`src/rtl/spi_ram_arbiter.sv`:
```
// Round-robin arbiter sharing the single-port SPI RAM command port between two requesters.
// Address/data command pairs are kept atomic and read data is steered back to the issuer.
module spi_ram_arbiter #(
  parameter int unsigned CMD_W        = 10,
  parameter int unsigned DATA_W       = 8,
  parameter int unsigned LOCK_TIMEOUT = 255,
  parameter int unsigned RD_TIMEOUT   = 8
) (
  input  logic              clk,
  input  logic              rst_n,
  input  logic              req0_valid_i,
  input  logic              req1_valid_i,
  input  logic [CMD_W-1:0]  req0_cmd_i,
  input  logic [CMD_W-1:0]  req1_cmd_i,
  output logic              req0_ready_o,
  output logic              req1_ready_o,
  output logic [DATA_W-1:0] req0_rdata_o,
  output logic [DATA_W-1:0] req1_rdata_o,
  output logic              req0_rvalid_o,
  output logic              req1_rvalid_o,
  output logic [CMD_W-1:0]  ram_din_o,
  output logic              ram_rx_valid_o,
  input  logic [DATA_W-1:0] ram_dout_i,
  input  logic              ram_tx_valid_i,
  output logic [1:0]        owner_o,
  output logic              lock_drop_o,
  output logic              rd_timeout_o
);

  localparam int unsigned LCW = (LOCK_TIMEOUT > 0) ? $clog2(LOCK_TIMEOUT + 1) : 1;
  localparam int unsigned RCW = (RD_TIMEOUT > 0) ? $clog2(RD_TIMEOUT + 1) : 1;
  localparam logic [LCW-1:0] LOCK_LIM = LCW'(LOCK_TIMEOUT);
  localparam logic [RCW-1:0] RD_LIM   = RCW'(RD_TIMEOUT);

  typedef enum logic [1:0] {S_IDLE, S_LOCKED, S_WAIT_RD} state_e;

  state_e            state_q;
  logic              last_grant_q;
  logic              owner_id_q;
  logic [LCW-1:0]    lock_cnt_q;
  logic [RCW-1:0]    rd_cnt_q;
  logic [CMD_W-1:0]  ram_din_q;
  logic              ram_rx_valid_q;
  logic [DATA_W-1:0] rdata0_q, rdata1_q;
  logic              rvalid0_q, rvalid1_q;
  logic              lock_drop_q, rd_timeout_q;

  logic              grant_vld;
  logic              grant_id;
  logic [CMD_W-1:0]  grant_cmd;
  logic [1:0]        grant_op;
  logic [1:0]        valid;
  logic [LCW-1:0]    lock_inc;
  logic [RCW-1:0]    rd_inc;

  assign valid = {req1_valid_i, req0_valid_i};

  // Ready is gated by valid so only an actual transfer ever sees it; held low in reset.
  always_comb begin
    grant_vld = 1'b0;
    grant_id  = 1'b0;
    if (rst_n) begin
      case (state_q)
        S_IDLE: begin
          if (valid[0] && valid[1]) begin
            grant_vld = 1'b1;
            grant_id  = ~last_grant_q;
          end else if (valid[0]) begin
            grant_vld = 1'b1;
            grant_id  = 1'b0;
          end else if (valid[1]) begin
            grant_vld = 1'b1;
            grant_id  = 1'b1;
          end
        end
        S_LOCKED: begin
          if (valid[owner_id_q]) begin
            grant_vld = 1'b1;
            grant_id  = owner_id_q;
          end
        end
        default: ;
      endcase
    end
  end

  assign grant_cmd    = grant_id ? req1_cmd_i : req0_cmd_i;
  assign grant_op     = grant_cmd[CMD_W-1 -: 2];
  assign req0_ready_o = grant_vld & ~grant_id;
  assign req1_ready_o = grant_vld & grant_id;

  assign lock_inc = (lock_cnt_q == LOCK_LIM) ? lock_cnt_q : lock_cnt_q + LCW'(1);
  assign rd_inc   = (rd_cnt_q == RD_LIM) ? rd_cnt_q : rd_cnt_q + RCW'(1);

  always_ff @(posedge clk) begin
    if (!rst_n) begin
      state_q        <= S_IDLE;
      last_grant_q   <= 1'b1;
      owner_id_q     <= 1'b0;
      lock_cnt_q     <= '0;
      rd_cnt_q       <= '0;
      ram_din_q      <= '0;
      ram_rx_valid_q <= 1'b0;
      rdata0_q       <= '0;
      rdata1_q       <= '0;
      rvalid0_q      <= 1'b0;
      rvalid1_q      <= 1'b0;
      lock_drop_q    <= 1'b0;
      rd_timeout_q   <= 1'b0;
    end else begin
      ram_rx_valid_q <= grant_vld;
      rvalid0_q      <= 1'b0;
      rvalid1_q      <= 1'b0;
      lock_drop_q    <= 1'b0;
      rd_timeout_q   <= 1'b0;
      if (grant_vld) begin
        ram_din_q    <= grant_cmd;
        last_grant_q <= grant_id;
        owner_id_q   <= grant_id;
        lock_cnt_q   <= '0;
        rd_cnt_q     <= '0;
        case (grant_op)
          2'b01:   state_q <= S_IDLE;
          2'b11:   state_q <= S_WAIT_RD;
          default: state_q <= S_LOCKED;
        endcase
      end else begin
        case (state_q)
          S_LOCKED: begin
            lock_cnt_q <= lock_inc;
            if (lock_inc == LOCK_LIM) begin
              lock_drop_q <= 1'b1;
              lock_cnt_q  <= '0;
              state_q     <= S_IDLE;
            end
          end
          S_WAIT_RD: begin
            // Returned data wins over a timeout landing on the same edge.
            if (ram_tx_valid_i) begin
              if (owner_id_q) begin
                rdata1_q  <= ram_dout_i;
                rvalid1_q <= 1'b1;
              end else begin
                rdata0_q  <= ram_dout_i;
                rvalid0_q <= 1'b1;
              end
              state_q <= S_IDLE;
            end else begin
              rd_cnt_q <= rd_inc;
              if (rd_inc == RD_LIM) begin
                if (owner_id_q) begin
                  rdata1_q  <= '0;
                  rvalid1_q <= 1'b1;
                end else begin
                  rdata0_q  <= '0;
                  rvalid0_q <= 1'b1;
                end
                rd_timeout_q <= 1'b1;
                rd_cnt_q     <= '0;
                state_q      <= S_IDLE;
              end
            end
          end
          default: ;
        endcase
      end
    end
  end

  assign ram_din_o      = ram_din_q;
  assign ram_rx_valid_o = ram_rx_valid_q;
  assign req0_rdata_o   = rdata0_q;
  assign req1_rdata_o   = rdata1_q;
  assign req0_rvalid_o  = rvalid0_q;
  assign req1_rvalid_o  = rvalid1_q;
  assign lock_drop_o    = lock_drop_q;
  assign rd_timeout_o   = rd_timeout_q;
  assign owner_o        = (state_q == S_IDLE) ? 2'b00 : (owner_id_q ? 2'b10 : 2'b01);

endmodule

```
`config.mk`:
```
export PLATFORM = sky130hd
export DESIGN_NAME = spi_ram_arbiter
export DESIGN_NICKNAME = d
export VERILOG_FILES = /design/src/rtl/spi_ram_arbiter.sv
export SDC_FILE = /design/constraint.sdc
export NUM_CORES = 1
export LEC_CHECK = 0
export CORE_AREA = 4 4 77 79
export CTS_CLUSTER_DIAMETER = 100
export CTS_CLUSTER_SIZE = 8
export DETAILED_ROUTE_END_ITERATION = 10
export DIE_AREA = 0 0 81 83
export HOLD_SLACK_MARGIN = 0.1
export PLACE_DENSITY = 0.78
export RECOVER_POWER = 50
export SYNTH_ARGS = -nofsm -noshare
export SYNTH_HDL_FRONTEND = slang
export SYNTH_SLANG_ARGS = --single-unit
```
`constraint.sdc`:
```
create_clock -name clk -period 2.47 [get_ports clk]
set_clock_uncertainty 0.2 [all_clocks]
set_input_delay 0.494 -clock clk [delete_from_list [all_inputs] [get_ports clk]]
set_output_delay 0.494 -clock clk [all_outputs]
set_load 0.01 [all_outputs]
```
---- Word-level counts from Yosys, hierarchy flattened ----
Index checks and enable logic that the tools add are counted.
cells by class
  add/subtract/negate cells ............... 2
  reductions and logical operators ........ 12
  magnitude comparators ................... 1
  eq/ne operators ......................... 10
  mux-type cells .......................... 42
  bitwise logic cells ..................... 10
operators with widths
  kind                                                                   number
  8-bit 2-to-1 mux                                                       10
  1-bit 2-to-1 mux                                                       19
  8-bit == test (second input constant)                                  2
  2-bit 2-to-1 mux                                                       6
  10-bit 2-to-1 mux                                                      1
  8-bit by 1-bit adder with 8-bit output (second input constant)         1
  4-bit == test (second input constant)                                  2
  4-bit 2-to-1 mux                                                       2
  1-bit NOT                                                              8
  2-bit case mux with 2 select lines                                     2
  4-bit AND reduction                                                    2
  3-bit OR reduction                                                     2
  4-bit by 1-bit adder with 4-bit output (second input constant)         1
  2-bit by 1-bit == test with 1-bit output (second input constant)       2
  2-bit == test (second input constant)                                  2
  4-bit != test (second input constant)                                  1
  1-bit case mux with 2 select lines                                     2
  4-bit OR reduction                                                     1
  3-bit != test (second input constant)                                  1
  3-bit AND reduction                                                    1
  3-bit nonzero test                                                     1
  1-bit bitwise AND                                                      2
  2-bit zero test                                                        1
  1-bit by 2-bit < comparator with 1-bit output (second input constant)  1
  4 further kinds                                                        4
storage, ports and cells
  register bits after elaboration ......... 47
  output and inout port bits .............. 35
  input port bits ......................... 33
  word-level logic and storage cells ...... 90

---- Depth between registers and ports, before layout ----
Gate-level depths: netlist of run 1.
  depth after elaboration ................. 9
  depth in mapped cells ................... 7
  depth with buffers taken out ............ 6

---- Worst setup path before layout of run 1 ----
No wires, ideal clock.
  path kind ............................... input to output
  start point ............................. input port req1_valid_i
  end point ............................... output port req0_ready_o
  cell stages on the path ................. 5
  path buffers ............................ 2
  arrival time ............................ 1,357 ps
  path slack .............................. 419 ps
  path through ............................ mux2i_1 a21o_1 buf_4 buf_2 nor3_1
on the way
  cells in the longest elaborated chain, start to end .. 7
ends and longest elaborated chain
  item                                 RTL line  RTL
  start, declared                      12        input logic req1_valid_i,
  1-bit 2-to-1 mux (on tied branches)  77, 71
  1-bit 2-to-1 mux (on tied branches)  77, 68
  1-bit 2-to-1 mux (on tied branches)  77, 65
  1-bit case mux with 2 select lines   63        case (state_q)
  1-bit 2-to-1 mux                     62        if (rst_n) begin
  1-bit NOT                            89        assign req0_ready_o = grant_vld & ~grant_id;
  1-bit bitwise AND (*)                89
  end, declared                        15        output logic req0_ready_o,
Mark *: on every way between the ends. The rest lies on a longest branch, timed or not. The select of a mux whose other input is x is not followed.

---- Final worst setup path of run 1 ----
  start point ............................. input port req1_valid_i
  end point ............................... output port req1_ready_o
on the way
  cells in the longest elaborated chain, start to end .. 6
ends and longest elaborated chain
  item                                 RTL line  RTL
  1-bit 2-to-1 mux (on tied branches)  77, 71
  1-bit 2-to-1 mux (on tied branches)  77, 68
  1-bit 2-to-1 mux (on tied branches)  77, 65
  1-bit case mux with 2 select lines   63
  1-bit 2-to-1 mux                     62
  1-bit bitwise AND (*)                90        assign req1_ready_o = grant_vld & grant_id;
  end, declared                        16        output logic req1_ready_o,
Marks and branches as above.

==> results of run 1 <==
-- through the flow --
step	cell area, µm²	power [W]	util
2_1_floorplan	2447	0.001117	-
3_3_place_gp	3227	0.001347	0.6045
3_5_place_dp	3227	0.001358	0.6045
4_1_cts	3328	0.001861	0.6235
5_1_grt	3321	0.001924	0.6221
6_report	3321	0.001825	0.6221
-- routing by layer --
metal	vias up	GRT usage
met5	-	0
li1	1256	-
met2	68	0.3368
met4	0	0.04916
met3	10	0.05423
met1	1163	0.2582
-- cells in the mapped netlist (2+ instances only) --
cell / n / area [µm²]
a211oi_1: 8 / 60.06
a21o_1: 2 / 15.01
a21oi_1: 47 / 235.2
a22oi_1: 9 / 67.56
a31oi_1: 2 / 12.51
a41o_1: 2 / 20.02
and2_1: 2 / 12.51
and3_1: 2 / 12.51
and4_1: 3 / 26.28
buf_2: 15 / 75.07
buf_4: 2 / 15.01
clkbuf_1: 10 / 37.54
dfxtp_1: 47 / 940.9
ha_1: 3 / 37.54
inv_1: 6 / 22.52
mux2i_1: 6 / 60.06
nand2_1: 26 / 97.59
nand2b_1: 2 / 12.51
nand3_1: 20 / 100.1
nand3b_1: 3 / 22.52
nand4_1: 6 / 37.54
nor2_1: 29 / 108.9
nor2b_1: 3 / 18.77
nor3_1: 2 / 10.01
o211ai_1: 19 / 142.6
o21ai_0: 4 / 20.02
o31a_1: 2 / 17.52
o31ai_1: 2 / 15.01
or3b_2: 2 / 17.52
-- final cells by class --
type,instances,area [µm²],share of cell area
inverters,7,26.28,0.007913
repair buffers,87,815.8,0.2457
clock buffers,8,100.1,0.03014
flip-flops and latches,47,942.2,0.2837
multi-input cells,224,1346,0.4054
well taps,72,90.09,0.02713
-- worst max-delay path, stage by stage --
cell             delay, ps
clkdlybuf4s50_1        520
nor2b_4                190
nand3_1                110
nor2_1                 120
clkdlybuf4s15_1        270
-- placed cells by master, fill, tap and decap left out, drive strengths merged, types with 2 or more instances in the layout --
cell,instances
nor2,29
o211ai,19
nand3,20
dlygate4sd3,30
a22oi,9
a41o,2
nor2b,3
buf,18
o31a,2
ha,3
nand2b,2
clkbuf,10
o31ai,2
a21oi,47
a21o,2
inv,6
mux2i,6
nand4,6
and3,2
and4,3
nand3b,3
a31oi,2
clkdlybuf4s50,34
o21ai,4
a211oi,9
and2,2
dfxtp,47
nand2,26
or3b,2
nor3,2
-- registers in the layout, indices dropped and copies added, names as in the netlist --
name,count
req1_rvalid_o,1
ram_rx_valid_o,1
rd_cnt_q,4
req1_rdata_o,8
last_grant_q,1
owner_id_q,1
lock_cnt_q,8
req0_rvalid_o,1
rd_timeout_o,1
lock_drop_o,1
req0_rdata_o,8
ram_din_o,10
state_q,2
-- how the worst max path moves through the flow --
| stage | start | to | cells past startpoint |
|---|---|---|---|
| floorplan | req1_valid_i | req0_ready_o | 5 |
| global placement | req0_valid_i | req0_ready_o | 5 |
| detailed placement | req0_valid_i | req0_ready_o | 5 |
| CTS | req1_valid_i | req1_ready_o | 5 |
| global route | req1_valid_i | req1_ready_o | 5 |
| finish | req1_valid_i | req1_ready_o | 5 |
-- kinds of logic (layout without fill, tap and decap cells) --
kind of cell / Yosys count / after routing / share of synthesized area
adder cells (fa/ha/maj): 3 / 3 / 0.01534
flip-flops: 47 / 47 / 0.3845
AND/OR/NAND/NOR: 103 / 103 / 0.2030
XOR/XNOR: 2 / 2 / 0.007159
AO/OA/AOI/OAI: 109 / 109 / 0.2914
multiplexers: 7 / 7 / 0.02914
buffers and inverters: 36 / 102 / 0.06952
-- where the power goes --
part / internal, W / total [W] / switching, W
Clock: 0.000256 / 0.000505 / 0.000249
Sequential: 0.000809 / 0.000843 / 0.0000347
Combinational: 0.000229 / 0.000477 / 0.000249
-- what timing repair did --
| item | 4_1_cts | 5_1_grt |
|---|---|---|
| gates resized for setup | 7 | 5 |
| endpoints found under the setup margin | 2 | 4 |
| pin swaps | 0 | 0 |
| hold buffers | 0 | 0 |
==> results.sh, run 1 <==
export IMPL_syn_inst=307
export IMPL_syn_cell_area_um2=2447
export IMPL_cts_tree="built"
export IMPL_clk_latency_ps=300
export IMPL_end_kind="output port"
export IMPL_io_buffers=67
export IMPL_maxCapViolations=0
export IMPL_peakVddDrop_mv=0.3490
export IMPL_drc_errors=0
export IMPL_drv_slew=0
export IMPL_synth_avg_cell_area_um2=7.972
export IMPL_htreeDepth=2
export IMPL_fin_ws_ps=70.27
export IMPL_via_per_inst=5.611
export IMPL_cts_num_sinks=47
export IMPL_ys_async_sr_fraction=0
export IMPL_fillCellCount=517
export IMPL_leakagePower_nw=1.280
export IMPL_syn_nets=343
export IMPL_preCtsSetupSlack_ps=-329.6
export IMPL_dp_cells=437
export IMPL_tightest_slew_ps=881.3
export IMPL_wl_per_cell_um=15.06
export IMPL_synth_warnings=0
export IMPL_r2r_start="rd_cnt_q[0]"
export IMPL_core_area_um2=5338
export IMPL_worstSetupPathType="input pin to output port"
export IMPL_synth_flop_cell="dfxtp_1"
export IMPL_fp_dieW_um=81
export IMPL_grtUsageTotal=0.2029
export IMPL_rr_endpoint="state_q[1]"
export IMPL_top_layer_used="met4"
export IMPL_fin_setup_tns_ps=0
export IMPL_p_per_area_nw_per_um2=549.7
export IMPL_cts_buffers_inserted=5
export IMPL_wl_met2_um=3285
export IMPL_wl_um=6703
export IMPL_row_count=27
export IMPL_layout_drive_gt1_share=0.08847
export IMPL_status="finished, final reports clean"
export IMPL_hold_viol=0
export IMPL_ant_nets=0
export IMPL_area_growth_pct=35.68
export IMPL_drtIter0Drc=98
export IMPL_met1_length_um=2973
export IMPL_cp_max_fo=4
export IMPL_synth_enable_flop_cells=0
export IMPL_yosys_register_bits=47
export IMPL_rsz0062_at_grt="no"
export IMPL_antenna_found_initial=0
export IMPL_period_minus_slack_ps=2400
export IMPL_io_pin_count=68
export IMPL_whs_ps=308.4
export IMPL_path_clk_slew_ps=80
export IMPL_grt_start_max_net_pins=18
export IMPL_hp_class="flop to flop"
export IMPL_dp_hpwl_um=4788
export IMPL_clk_path_buf_depth=2
export IMPL_ys_seq_area_frac=0.3845
export IMPL_setup_viol=0
export IMPL_holdPathStages=2
export IMPL_wl_met3_um=364
export IMPL_crit_path_start_kind="input pin"
export IMPL_diodes=0
export IMPL_slew_headroom=0.4105
export IMPL_start_util=0.4585
export IMPL_grt_pass1_wl_um=11190
export IMPL_grt_pass1_vias=2394
export IMPL_dieArea_um2=6723
export IMPL_period_share=0.9716
export IMPL_arrival_ps=1710
export IMPL_drt_pass1_iterations=4
export IMPL_cts_root_buf="clkbuf_8"
export IMPL_min_to="ram_din_o[8]"
export IMPL_final_cells=445
export IMPL_grt_remaining_overflow=0
export IMPL_gp_congestion=0.8138
export IMPL_crit_required_ps=1780
export IMPL_fp_dieH_um=83
export IMPL_worstRegToRegCells=7
export IMPL_max_freq_mhz=416.7
export IMPL_postCtsSetupRepairBufs=0
export IMPL_synth_distinct_cells=50
export IMPL_worstHoldStart="ram_din_o[8]"
export IMPL_finalNetCount=408
export IMPL_vias=2497
export IMPL_r2r_slack_ps=150
(Power assumes the default switching activity.)
==> run 2, diff against run 1 <==
Settings changed: SLEW_MARGIN from default to 15.
==> results of run 2 <==
Same layout as run 1: the final DEF is identical, and so are final timing and power.
==> run 3, diff against run 2 <==
Settings changed: CTS_CLUSTER_DIAMETER 100 to 40, RECOVER_POWER 50 to 100.
==> run 3 against run 2 <==
Net effect: worst setup slack got worse by 9.9 ps; first-iteration DRC count increased by 3.1%; clock power about the same.
==> results.sh, run 3 (same netlist as run 1, synthesis figures left out) <==
export IMPL_status="finished, final reports clean"
export IMPL_rr_endpoint="state_q[1]"
export IMPL_wl_um=6703
export IMPL_final_cells=445
export IMPL_arrival_ps=1720
export IMPL_utilization=0.6205
export IMPL_postCtsSetupRepairBufs=0
export IMPL_dp_hpwl_um=4788
export IMPL_dp_cells=437
export IMPL_drv_slew=0
export IMPL_internal_power_w=0.001292
export IMPL_core_area_um2=5338
export IMPL_io_pin_count=68
export IMPL_grt_pass1_vias=2394
export IMPL_drt_pass1_iterations=4
export IMPL_path_cells="clkbuf_4 > nor2_2 > nor2b_1 > clkdlybuf4s50_1"
export IMPL_fp_dieW_um=81
export IMPL_slew_headroom=0.4210
export IMPL_gp_congestion=0.8138
export IMPL_cts_root_buf="clkbuf_8"
export IMPL_critPathMaxStageDelay_ps=560
export IMPL_maxCapViolations=0
export IMPL_clk_path_buf_depth=2
export IMPL_crit_required_ps=1780
export IMPL_worstRegToRegCells=7
export IMPL_area_growth_pct=35.33
export IMPL_layout_commonest_cell="a21oi_1"
export IMPL_drtIter0Drc=101
export IMPL_antenna_found_initial=0
export IMPL_grt_pass1_wl_um=11190
export IMPL_vias=2481
export IMPL_leakagePower_nw=1.280
export IMPL_hold_buffers=0
export IMPL_p_clk_frac=0.277
export IMPL_setup_viol=0
export IMPL_layout_drive_gt1_share=0.08311
export IMPL_peakVddDrop_mv=0.3496
export IMPL_crit_path_start_kind="flop"
export IMPL_r2r_slack_ps=150
export IMPL_final_cell_mix="a21oi_1 (47), dfxtp_1 (46), clkdlybuf4s50_1 (33)"
export IMPL_path_clk_slew_ps=80
export IMPL_grtUsageTotal=0.2029
export IMPL_ant_nets=0
export IMPL_dieArea_um2=6723
export IMPL_finalNetCount=408
export IMPL_cts_num_sinks=47
export IMPL_worstHoldStart="ram_din_o[8]"
export IMPL_fp_dieH_um=83
export IMPL_drc_errors=0
export IMPL_p_seq_frac=0.462
export IMPL_end_kind="output port"
export IMPL_worstSetupPathType="flop to output port"
export IMPL_largest_register_ffs=10
export IMPL_start_util=0.4585
export IMPL_io_buffers=67
export IMPL_period_minus_slack_ps=2410
export IMPL_via_per_inst=5.575
export IMPL_r2r_start="rd_cnt_q[0]"
export IMPL_cp_max_fo=10
export IMPL_combPwrFrac=0.261
export IMPL_row_count=27
export IMPL_period_share=0.9756
export IMPL_swShare=0.2920
export IMPL_max_freq_mhz=415.0
export IMPL_tightest_slew_ps=865.5
export IMPL_p_per_area_nw_per_um2=551.0
export IMPL_postCtsResizedCells=7
export IMPL_rsz0062_at_grt="no"
export IMPL_power_w=0.001825
export IMPL_holdPathStages=2
export IMPL_cts_buffers_inserted=5
export IMPL_htreeDepth=2
export IMPL_cts_tree="built"
export IMPL_min_to="ram_din_o[8]"
export IMPL_hp_class="flop to flop"
export IMPL_grt_remaining_overflow=0
export IMPL_fin_setup_tns_ps=0
export IMPL_diodes=0
export IMPL_wl_per_cell_um=15.06
export IMPL_critical_path_slowest_cell="clkdlybuf4s50_1"
export IMPL_hold_viol=0
export IMPL_clk_latency_ps=300
export IMPL_p_sw_w=0.0005329
export IMPL_grt_start_max_net_pins=18
run 3: changes by cell type in the layout (fill, tap and decap cells not counted), sizes merged:
| cell | before | now |
|---|---|---|
| buf | 18 | 16 |
| clkbuf | 10 | 12 |
| clkdlybuf4s50 | 34 | 33 |
| dlygate4sd3 | 30 | 31 |
run 3: stage by stage:
stage	cell area [µm²]	setup slack [ps]	hold WS (ps)
4_1_cts	3328	3.229	312.7
2_1_floorplan	2447	418.7	261.8
3_5_place_dp	3227	-329.6	299.2
3_3_place_gp	3227	-338.8	286.9
6_report	3312	60.34	307.6
5_1_grt	3312	5.935	331.7
run 3: layer usage:
metal	global-route usage	vias up	wire length, µm
met4	0.04916	0	74
met1	0.2582	1159	2956
li1	-	1258	-
met5	0	-	0
met3	0.05423	8	344
met2	0.3368	56	3327
run 3: how the worst max path moves through the flow:
stage	startpoint	to	slack [ps]	cells after the start
2_1_floorplan	req1_valid_i	req0_ready_o	420	5
3_3_place_gp	req0_valid_i	req0_ready_o	-340	5
3_5_place_dp	req0_valid_i	req0_ready_o	-330	5
4_1_cts	req1_valid_i	req1_ready_o	3	5
5_1_grt	state_q[1]	owner_o[0]	6	4
6_report	state_q[1]	owner_o[1]	60	4
run 3: cell type report:
class	instances	area, µm²
clock buffers	8	100.1
fillers	520	2026
inverters	7	26.28
multi-input cells	224	1341
flip-flops and latches	47	942.2
well taps	72	90.09
repair buffers	87	812.0
run 3: power groups by stage:
| stage | Combinational (W) | Sequential, W | Clock, W |
|---|---|---|---|
| floorplan | 0.000247 | 0.000870 | 0 |
| global placement | 0.000488 | 0.000859 | 0 |
| detailed placement | 0.000498 | 0.000861 | 0 |
| CTS | 0.000500 | 0.000844 | 0.000517 |
| global route | 0.000522 | 0.000852 | 0.000547 |
| finish | 0.000476 | 0.000843 | 0.000505 |
run 3: critical path, delay by kind of cell (launching register included):
family,cells,cell delay [ps]
AND/OR/NAND/NOR,2,220
buffers and inverters,2,780
flip-flops,1,410
